--- src/rtl/dsa_result_streamer.sv ---
// dsa_result_streamer
//
// Drains the interpolated output image from the upper half of the shared DSA
// memory after a run and presents it as a valid/ready byte stream. A running
// 16-bit checksum and a byte counter are kept for host-side verification.
//
// Ports:
//   clk, rst            sole clock (rising edge), asynchronous active-high reset
//   start               one-cycle drain request, ignored unless idle
//   img_width_out/_height_out  output image dimensions, sampled on accepted start
//   mem_read_en/mem_addr       read strobe and address to the external memory port
//   mem_data            read data, valid exactly one cycle after mem_read_en
//   out_valid/out_data/out_last/out_ready  byte stream with handshake
//   busy                high while streaming
//   done                one-cycle pulse after the final handshake
//   checksum            sum of streamed bytes modulo 2^16
//   bytes_sent          handshakes completed in the current run
module dsa_result_streamer #(
    parameter int unsigned ADDR_WIDTH = 18,
    parameter int unsigned BASE_ADDR  = 131072
) (
    input  logic                  clk,
    input  logic                  rst,
    input  logic                  start,
    input  logic [15:0]           img_width_out,
    input  logic [15:0]           img_height_out,
    output logic                  mem_read_en,
    output logic [ADDR_WIDTH-1:0] mem_addr,
    input  logic [7:0]            mem_data,
    output logic                  out_valid,
    output logic [7:0]            out_data,
    output logic                  out_last,
    input  logic                  out_ready,
    output logic                  busy,
    output logic                  done,
    output logic [15:0]           checksum,
    output logic [31:0]           bytes_sent
);

    localparam logic [ADDR_WIDTH-1:0] BaseAddr = ADDR_WIDTH'(BASE_ADDR);

    typedef enum logic [1:0] {
        StIdle,
        StStream,
        StDone
    } state_e;

    state_e          state_q, state_d;
    logic [31:0]     total_q, total_d;
    logic [31:0]     issued_q, issued_d;
    logic            inflight_q, inflight_d;
    logic [1:0][7:0] fifo_mem_q, fifo_mem_d;
    logic            wr_ptr_q, wr_ptr_d;
    logic            rd_ptr_q, rd_ptr_d;
    logic [1:0]      fifo_count_q, fifo_count_d;
    logic [15:0]     checksum_q, checksum_d;
    logic [31:0]     bytes_sent_q, bytes_sent_d;

    logic            pop;
    logic [2:0]      occupancy;
    logic [31:0]     dims_product;

    assign dims_product = 32'(img_width_out) * 32'(img_height_out);

    // Stream side: the FIFO head is the byte with index bytes_sent_q.
    always_comb begin
        out_valid = (fifo_count_q != 2'd0);
        out_data  = out_valid ? fifo_mem_q[rd_ptr_q] : 8'h00;
        out_last  = out_valid && (bytes_sent_q == total_q - 32'd1);
        pop       = out_valid && out_ready;
    end

    // Read side: a same-cycle pop frees a slot, so reads keep pace with a
    // consumer that is always ready, while buffered + in-flight never exceeds 2.
    always_comb begin
        occupancy   = {1'b0, fifo_count_q} + {2'b00, inflight_q} - {2'b00, pop};
        mem_read_en = (state_q == StStream) && (issued_q < total_q) && (occupancy < 3'd2);
        mem_addr    = mem_read_en ? (BaseAddr + ADDR_WIDTH'(issued_q)) : '0;
    end

    always_comb begin
        state_d      = state_q;
        total_d      = total_q;
        issued_d     = issued_q;
        inflight_d   = mem_read_en;
        fifo_mem_d   = fifo_mem_q;
        wr_ptr_d     = wr_ptr_q;
        rd_ptr_d     = rd_ptr_q;
        fifo_count_d = fifo_count_q + {1'b0, inflight_q} - {1'b0, pop};
        checksum_d   = checksum_q;
        bytes_sent_d = bytes_sent_q;

        // Read data returns the cycle after issue and goes straight into the FIFO.
        if (inflight_q) begin
            fifo_mem_d[wr_ptr_q] = mem_data;
            wr_ptr_d             = ~wr_ptr_q;
        end

        if (pop) begin
            rd_ptr_d     = ~rd_ptr_q;
            bytes_sent_d = bytes_sent_q + 32'd1;
            checksum_d   = checksum_q + {8'h00, out_data};
        end

        if (mem_read_en) begin
            issued_d = issued_q + 32'd1;
        end

        unique case (state_q)
            StIdle: begin
                if (start) begin
                    total_d      = dims_product;
                    issued_d     = 32'd0;
                    checksum_d   = 16'd0;
                    bytes_sent_d = 32'd0;
                    // An empty image has nothing to read; report completion directly.
                    state_d      = (dims_product == 32'd0) ? StDone : StStream;
                end
            end
            StStream: begin
                if (pop && out_last) begin
                    state_d = StDone;
                end
            end
            StDone: begin
                state_d = StIdle;
            end
            default: begin
                state_d = StIdle;
            end
        endcase
    end

    always_ff @(posedge clk or posedge rst) begin
        if (rst) begin
            state_q      <= StIdle;
            total_q      <= 32'd0;
            issued_q     <= 32'd0;
            inflight_q   <= 1'b0;
            fifo_mem_q   <= '0;
            wr_ptr_q     <= 1'b0;
            rd_ptr_q     <= 1'b0;
            fifo_count_q <= 2'd0;
            checksum_q   <= 16'd0;
            bytes_sent_q <= 32'd0;
        end else begin
            state_q      <= state_d;
            total_q      <= total_d;
            issued_q     <= issued_d;
            inflight_q   <= inflight_d;
            fifo_mem_q   <= fifo_mem_d;
            wr_ptr_q     <= wr_ptr_d;
            rd_ptr_q     <= rd_ptr_d;
            fifo_count_q <= fifo_count_d;
            checksum_q   <= checksum_d;
            bytes_sent_q <= bytes_sent_d;
        end
    end

    assign busy       = (state_q == StStream);
    assign done       = (state_q == StDone);
    assign checksum   = checksum_q;
    assign bytes_sent = bytes_sent_q;

    // Returning data must always find a free slot.
    fifo_no_overflow: assert property (@(posedge clk) disable iff (rst)
        !(inflight_q && (fifo_count_q == 2'd2) && !pop));

endmodule

--- config.mk ---
export PLATFORM = sky130hd
export DESIGN_NAME = dsa_result_streamer
export DESIGN_NICKNAME = d
export VERILOG_FILES = /design/src/rtl/dsa_result_streamer.sv
export SDC_FILE = /design/constraint.sdc
export NUM_CORES = 1
export LEC_CHECK = 0
export ABC_CLOCK_PERIOD_IN_PS = 6600
export CAP_MARGIN = 0
export CORE_ASPECT_RATIO = 0.9
export CORE_UTILIZATION = 55
export CTS_CLUSTER_DIAMETER = 40
export DETAILED_ROUTE_END_ITERATION = 8
export GPL_TIMING_DRIVEN = 0
export PLACE_DENSITY = 0.77
export SYNTH_ARGS = -nofsm -noshare
export SYNTH_HDL_FRONTEND = slang
export SYNTH_SLANG_ARGS = --single-unit
--- constraint.sdc ---
create_clock -name clk -period 6.6 [get_ports clk]
set_input_delay 1.98 -clock clk [delete_from_list [all_inputs] [get_ports clk]]
set_output_delay 1.98 -clock clk [all_outputs]
set_load 0.02 [all_outputs]
# == After elaboration in Yosys (flattened, before gate mapping) ==
# Cells that the tools add are included.
# word_totals
register_bits,135
# classes
bitwise,2
mux,20
magnitude_cmp,5
eq_ne,5
multipliers,1
n_addsub,9
n_reduce_logical,11
# ops
cell,n
32-bit two-way mux,6
32-bit by 1-bit adder with 32-bit output (second input constant),2
16-bit two-way mux,3
32-bit equality test,1
32-bit zero test,1
32-bit < comparator,1
16-bit by 16-bit multiplier with 32-bit output,1
8-bit two-way mux,4
32-bit by 1-bit subtractor with 32-bit output (second input constant),1
18-bit adder (first input constant),1
18-bit two-way mux,1
16-bit by 8-bit adder with 16-bit output,1
16-bit bitwise mux,1
8-bit demux with 1-bit select,1
1-bit logical AND,6
2-bit two-way mux,3
1-bit by 2-bit < comparator with 1-bit output (second input constant),2
2-bit case mux with 2 select lines,1
2-bit AND reduction,2
2-bit by 1-bit adder with 3-bit output,1
3-bit by 2-bit < comparator with 1-bit output (second input constant),1
3-bit by 1-bit subtractor with 3-bit output,1
2-bit by 1-bit adder with 2-bit output,1
2-bit by 1-bit equality test with 1-bit output (second input constant),1
8 further kinds,9

# == Logic depth before layout (Yosys ltp) ==
# logic_depth
depth_word,8
depth_mapped,25

# == Worst setup path after synthesis ==
# No wires, ideal clock.
# synth_timing
kind,input to register
from,in img_width_out[7]
to,reg state_q[0]
t_arrival_ns,7.779
setup_slack_ns,-1.300
stages,24
n_path_buf,2
cell_sequence,clkbuf_1 > nand2_1 > fa_1 > inv_1 > fa_1 > inv_1 > fa_1 > inv_1 > fa_1 > fa_1 > inv_1 > fa_1 > inv_1 > ha_1 > clkbuf_1 > nand4_1 > a2111oi_0 > nor3_1 > xnor2_1 > nor3b_1 > nand4_1 > nor4_1 > nand3_1 > a22o_1
# synth_between
elab_chain_len,5
# synth_lines
item,line,text
"start, declared",25,"input logic [15:0] img_width_out,"
16-bit by 16-bit multiplier with 32-bit output,63,assign dims_product = 32'(img_width_out) * 32'(img_height_out);
32-bit zero test,117,state_d = (dims_product == 32'd0) ? StDone : StStream;
2-bit two-way mux,117,
2-bit two-way mux,111,if (start) begin
2-bit case mux with 2 select lines,109,unique case (state_q)
"end signal, assigned",136,state_q <= StIdle;
"end signal, assigned",147,state_q <= state_d;
"end, declared",48,"state_e state_q, state_d;"
# No other way between the ends. The select of a mux whose other input is x is not followed.
# A chain may end at the register's enable or synchronous reset.

# == Final worst setup path ==
# layout_timing
from,in img_height_out[3]
to,reg state_q[0]
# layout_between
elab_chain_len,5
# layout_lines
item,line,text
"start, declared",26,"input logic [15:0] img_height_out,"
16-bit by 16-bit multiplier with 32-bit output,63,
32-bit zero test,117,
2-bit two-way mux,117,
2-bit two-way mux,111,
2-bit case mux with 2 select lines,109,
# No other way between the ends. The select of a mux whose other input is x is not followed.

==> results by group <==
Status
  – Status: complete, but fails checks
  – Failing checks: setup timing

STA
  – Final Critical Period: 7.773 ns
  – Slew margin rel.: 0.3385
  – # setup viols final: 20
  – Worst-Margin Slew: 0.9847 ns
  – Final hold vios: 0
  – Final WS setup: -1.173 ns
  – RSZ-0062 raised after global routing: true
  – Period utilization: 1.178
  – Max Transition Viols Final: 0
  – Fin Hold WS: 0.5036 ns
  – Fmax: around 0.13 GHz
  – Clock skew: 0.009046 ns

Route
  – TritonRoute pass-1 iters: 6
  – 1st-iter DRT viols: 1394
  – Post-DRT Antenna Nets: 0
  – Vias: approximately 15000
  – Via density: 5.827
  – WL per Instance: between 15 and 20 um
  – Final wirelength: about 50000 um
  – # DRC: 0

Worst setup path
  – WP data arrival: 8.07 ns
  – CP Capture Type: flip-flop
  – WP data required: 6.90 ns
  – Worst r2r src: fifo_count_q[1]
  – Peak fanout along the critical path: 7
  – R2R depth: 19
  – Crit Path Category: input port to flip-flop
  – R2R setup slack: 2.30 ns
  – Critical R2R Capture: issued_q[19]
  – Startpoint types: input port

Logic synthesis
  – Cell taking the most area after synthesis: fa_1
  – Fraction of registers with async set/reset: 1.000
  – Synthesized instance count: 1939
  – Post-synthesis sequential area ratio: 0.1986
  – Predominant post-synthesis flop cell: dfrtp_1
  – Flops & latches, synth: 135
  – Cell variety after synth: 66
  – Synth Cell Area: ~17000 um^2
  – Synth Net Count: between 2000 and 2500
  – Syn avg cell area: 8.773 um^2
  – Share of the synthesized area in the top cell type: 0.2307
  – Synth warnings: 0
  – Post-synth EDFFs: 0
  – Top post-synthesis cells by area: fa_1 23%, dfrtp_1 20%, ha_1 11%

Clocking
  – CTS H-tree depth: 4
  – CTS tree: done
  – CTS Buf Count: 17
  – Clock Pin Slew Worst Setup and Hold Paths: 0.06 ns
  – Root Buffer: clkbuf_16
  – Clock latency at the later pin of the worst-skew pair: 0.42 ns
  – Hold Buf Count CTS: 0
  – CTS sink cnt: about 140
  – Max clock buf depth: 2

Floorplanning
  – Die Wd: 187.4 um
  – Die Ht: 168.8 um
  – Die area: 31640 um^2
  – Core footprint: 30180 um^2
  – IO Pins: approximately 120
  – Starting Density: 0.5636
  – Num rows: 60

Hold path
  – Hold path cells: 1
  – Hold_sp: wr_ptr_q
  – Worst hold path class: flip-flop to flip-flop
  – Worst hold endpoint: wr_ptr_q

Placement
  – Post-DP Area: 19200 um^2
  – Place WS: -2.943 ns
  – Port-buffer cells: 122
  – Post-DP HPWL: 38540 um
  – RD Place Congestion: 0.9273

Cells and area
  – Layout area overhead: 25.75%
  – Antenna Diode Count: 0
  – Fillers: roughly 2200
  – Fin nets: 2551
  – Layout cells sized above 1: 0.1822
  – Fin area: between 20000 and 25000 um^2

Global route
  – Initial antenna violation count: 0
  – Global-route wire length before repair: 79440 um
  – Largest net degree at the start of global routing: 73
  – Total track usage: 0.3202
  – Vias in the first global route: between 10000 and 15000
  – Aggregate global routing overflow: 0

Job
  – Maxcap violations: 0
==> critical path: stages <==
cell	delay [ns]
buf_6	0.12
clkbuf_16	0.16
buf_6	0.12
nand2_1	0.08
fa_1	0.61
fa_2	0.46
fa_1	0.44
fa_1	0.49
inv_1	0.05
fa_1	0.54
inv_2	0.04
fa_1	0.51
inv_2	0.05
ha_4	0.23
a21oi_1	0.25
o21ai_0	0.20
a221oi_4	0.31
o21ai_2	0.11
a211o_1	0.28
nand3_2	0.08
nand4_1	0.16
nor4_2	0.35
nand3_2	0.18
a22o_1	0.24
==> layer usage <==
layer | part of all wire | GRT usage | routed length [um] | up-vias
li1 | - | - | - | 6744
met1 | 0.44 | 0.4779 | 22440 | 7508
met2 | 0.45 | 0.4854 | 22540 | 654
met3 | 0.087 | 0.05785 | 4402 | 110
met4 | 0.021 | 0.07105 | 1058 | 0
met5 | 0 | 0 | 0 | -
==> registers in the layout (all words and copies together) (netlist names) <==
register,flops
rd_ptr_q,1
total_q,32
bytes_sent,32
checksum,16
state_q,2
wr_ptr_q,1
inflight_q,1
fifo_mem_q,16
fifo_count_q,2
issued_q,32
==> cells in the mapped netlist, drive strengths merged, types with 6 or more instances <==
| cell type | n |
|---|---|
| o21ai | 67 |
| nor2b | 6 |
| o21a | 7 |
| dfrtp | 135 |
| xor2 | 59 |
| nor2 | 117 |
| inv | 271 |
| or4 | 6 |
| mux2 | 17 |
| a211oi | 8 |
| nor4 | 26 |
| a21o | 23 |
| nand3 | 54 |
| or3 | 11 |
| clkbuf | 74 |
| a21oi | 57 |
| ha | 149 |
| o21bai | 6 |
| xnor2 | 72 |
| and2 | 148 |
| and4 | 9 |
| nor3 | 28 |
| fa | 196 |
| a31oi | 10 |
| and3 | 25 |
| nand2 | 244 |
| nand4 | 29 |
| mux2i | 13 |
| a211o | 7 |
| nand2b | 9 |
==> worst max-delay path by stage <==
| stage | startpoint | end |
|---|---|---|
| after floorplan | img_width_out[5] | state_q[0] |
| after detailed placement | img_height_out[7] | state_q[0] |
| final | img_height_out[3] | state_q[0] |
| after global routing | img_height_out[3] | state_q[0] |
| after global placement | img_height_out[7] | state_q[0] |
| after CTS | img_height_out[6] | state_q[0] |
==> metrics by stage <==
step | utilization | cells | setup TNS, ns
finish | 0.7088 | 2577 | -8.914
global route | 0.7088 | 2577 | -11.55
CTS | 0.6938 | 2555 | -7.860
detailed placement | 0.6364 | 2465 | -68.20
global placement | 0.6353 | 2464 | -167.83
floorplan | - | 1939 | -6.193
==> cell type report <==
| type | instances | area (um^2) | area share |
|---|---|---|---|
| Clock buffer | 20 | 456.7 | 0.02135 |
| Tap cell | 403 | 504.2 | 0.02357 |
| Timing Repair Buffer | 212 | 1919 | 0.08973 |
| Inverter | 272 | 1031 | 0.04820 |
| Clock inverter | 11 | 148.9 | 0.006961 |
| Multi-Input combinational cell | 1453 | 13130 | 0.6139 |
| Sequential cell | 135 | 3378 | 0.1579 |
| Buffer | 71 | 820.8 | 0.03837 |
==> cells in the final DEF (no fill, tap or decap), types with 29 or more instances in the layout <==
cell type	count
inv_1	252
nand2_1	230
fa_1	184
dfrtp_1	135
and2_1	134
ha_1	133
nor2_1	113
buf_4	83
clkdlybuf4s50_1	70
xnor2_1	66
xor2_1	57
nand3_1	47
a21oi_1	43
o21ai_0	40
clkbuf_16	31
clkbuf_1	31
nand4_1	29
==> kinds of logic after synthesis <==
kind of cell,count (synthesis),share of synthesized area
DFF,135,0.1986
AOI/OAI and AO/OA,225,0.08496
xor gates and xnor gates,131,0.06745
muxes,31,0.02023
buffers and inverters,351,0.07812
adders and majority gates,345,0.3403
and+or+nand+nor,721,0.2104
==> what timing repair did <==
item                                    CTS  global route
setup buffers                            60            27
endpoints found under the setup margin   46            42
resized for setup                       427           101
gates cloned                              3             0
pin swaps                                61            40
Power is not shown: default switching activity piles up to over one toggle a cycle in this logic, so the estimate is an artifact.
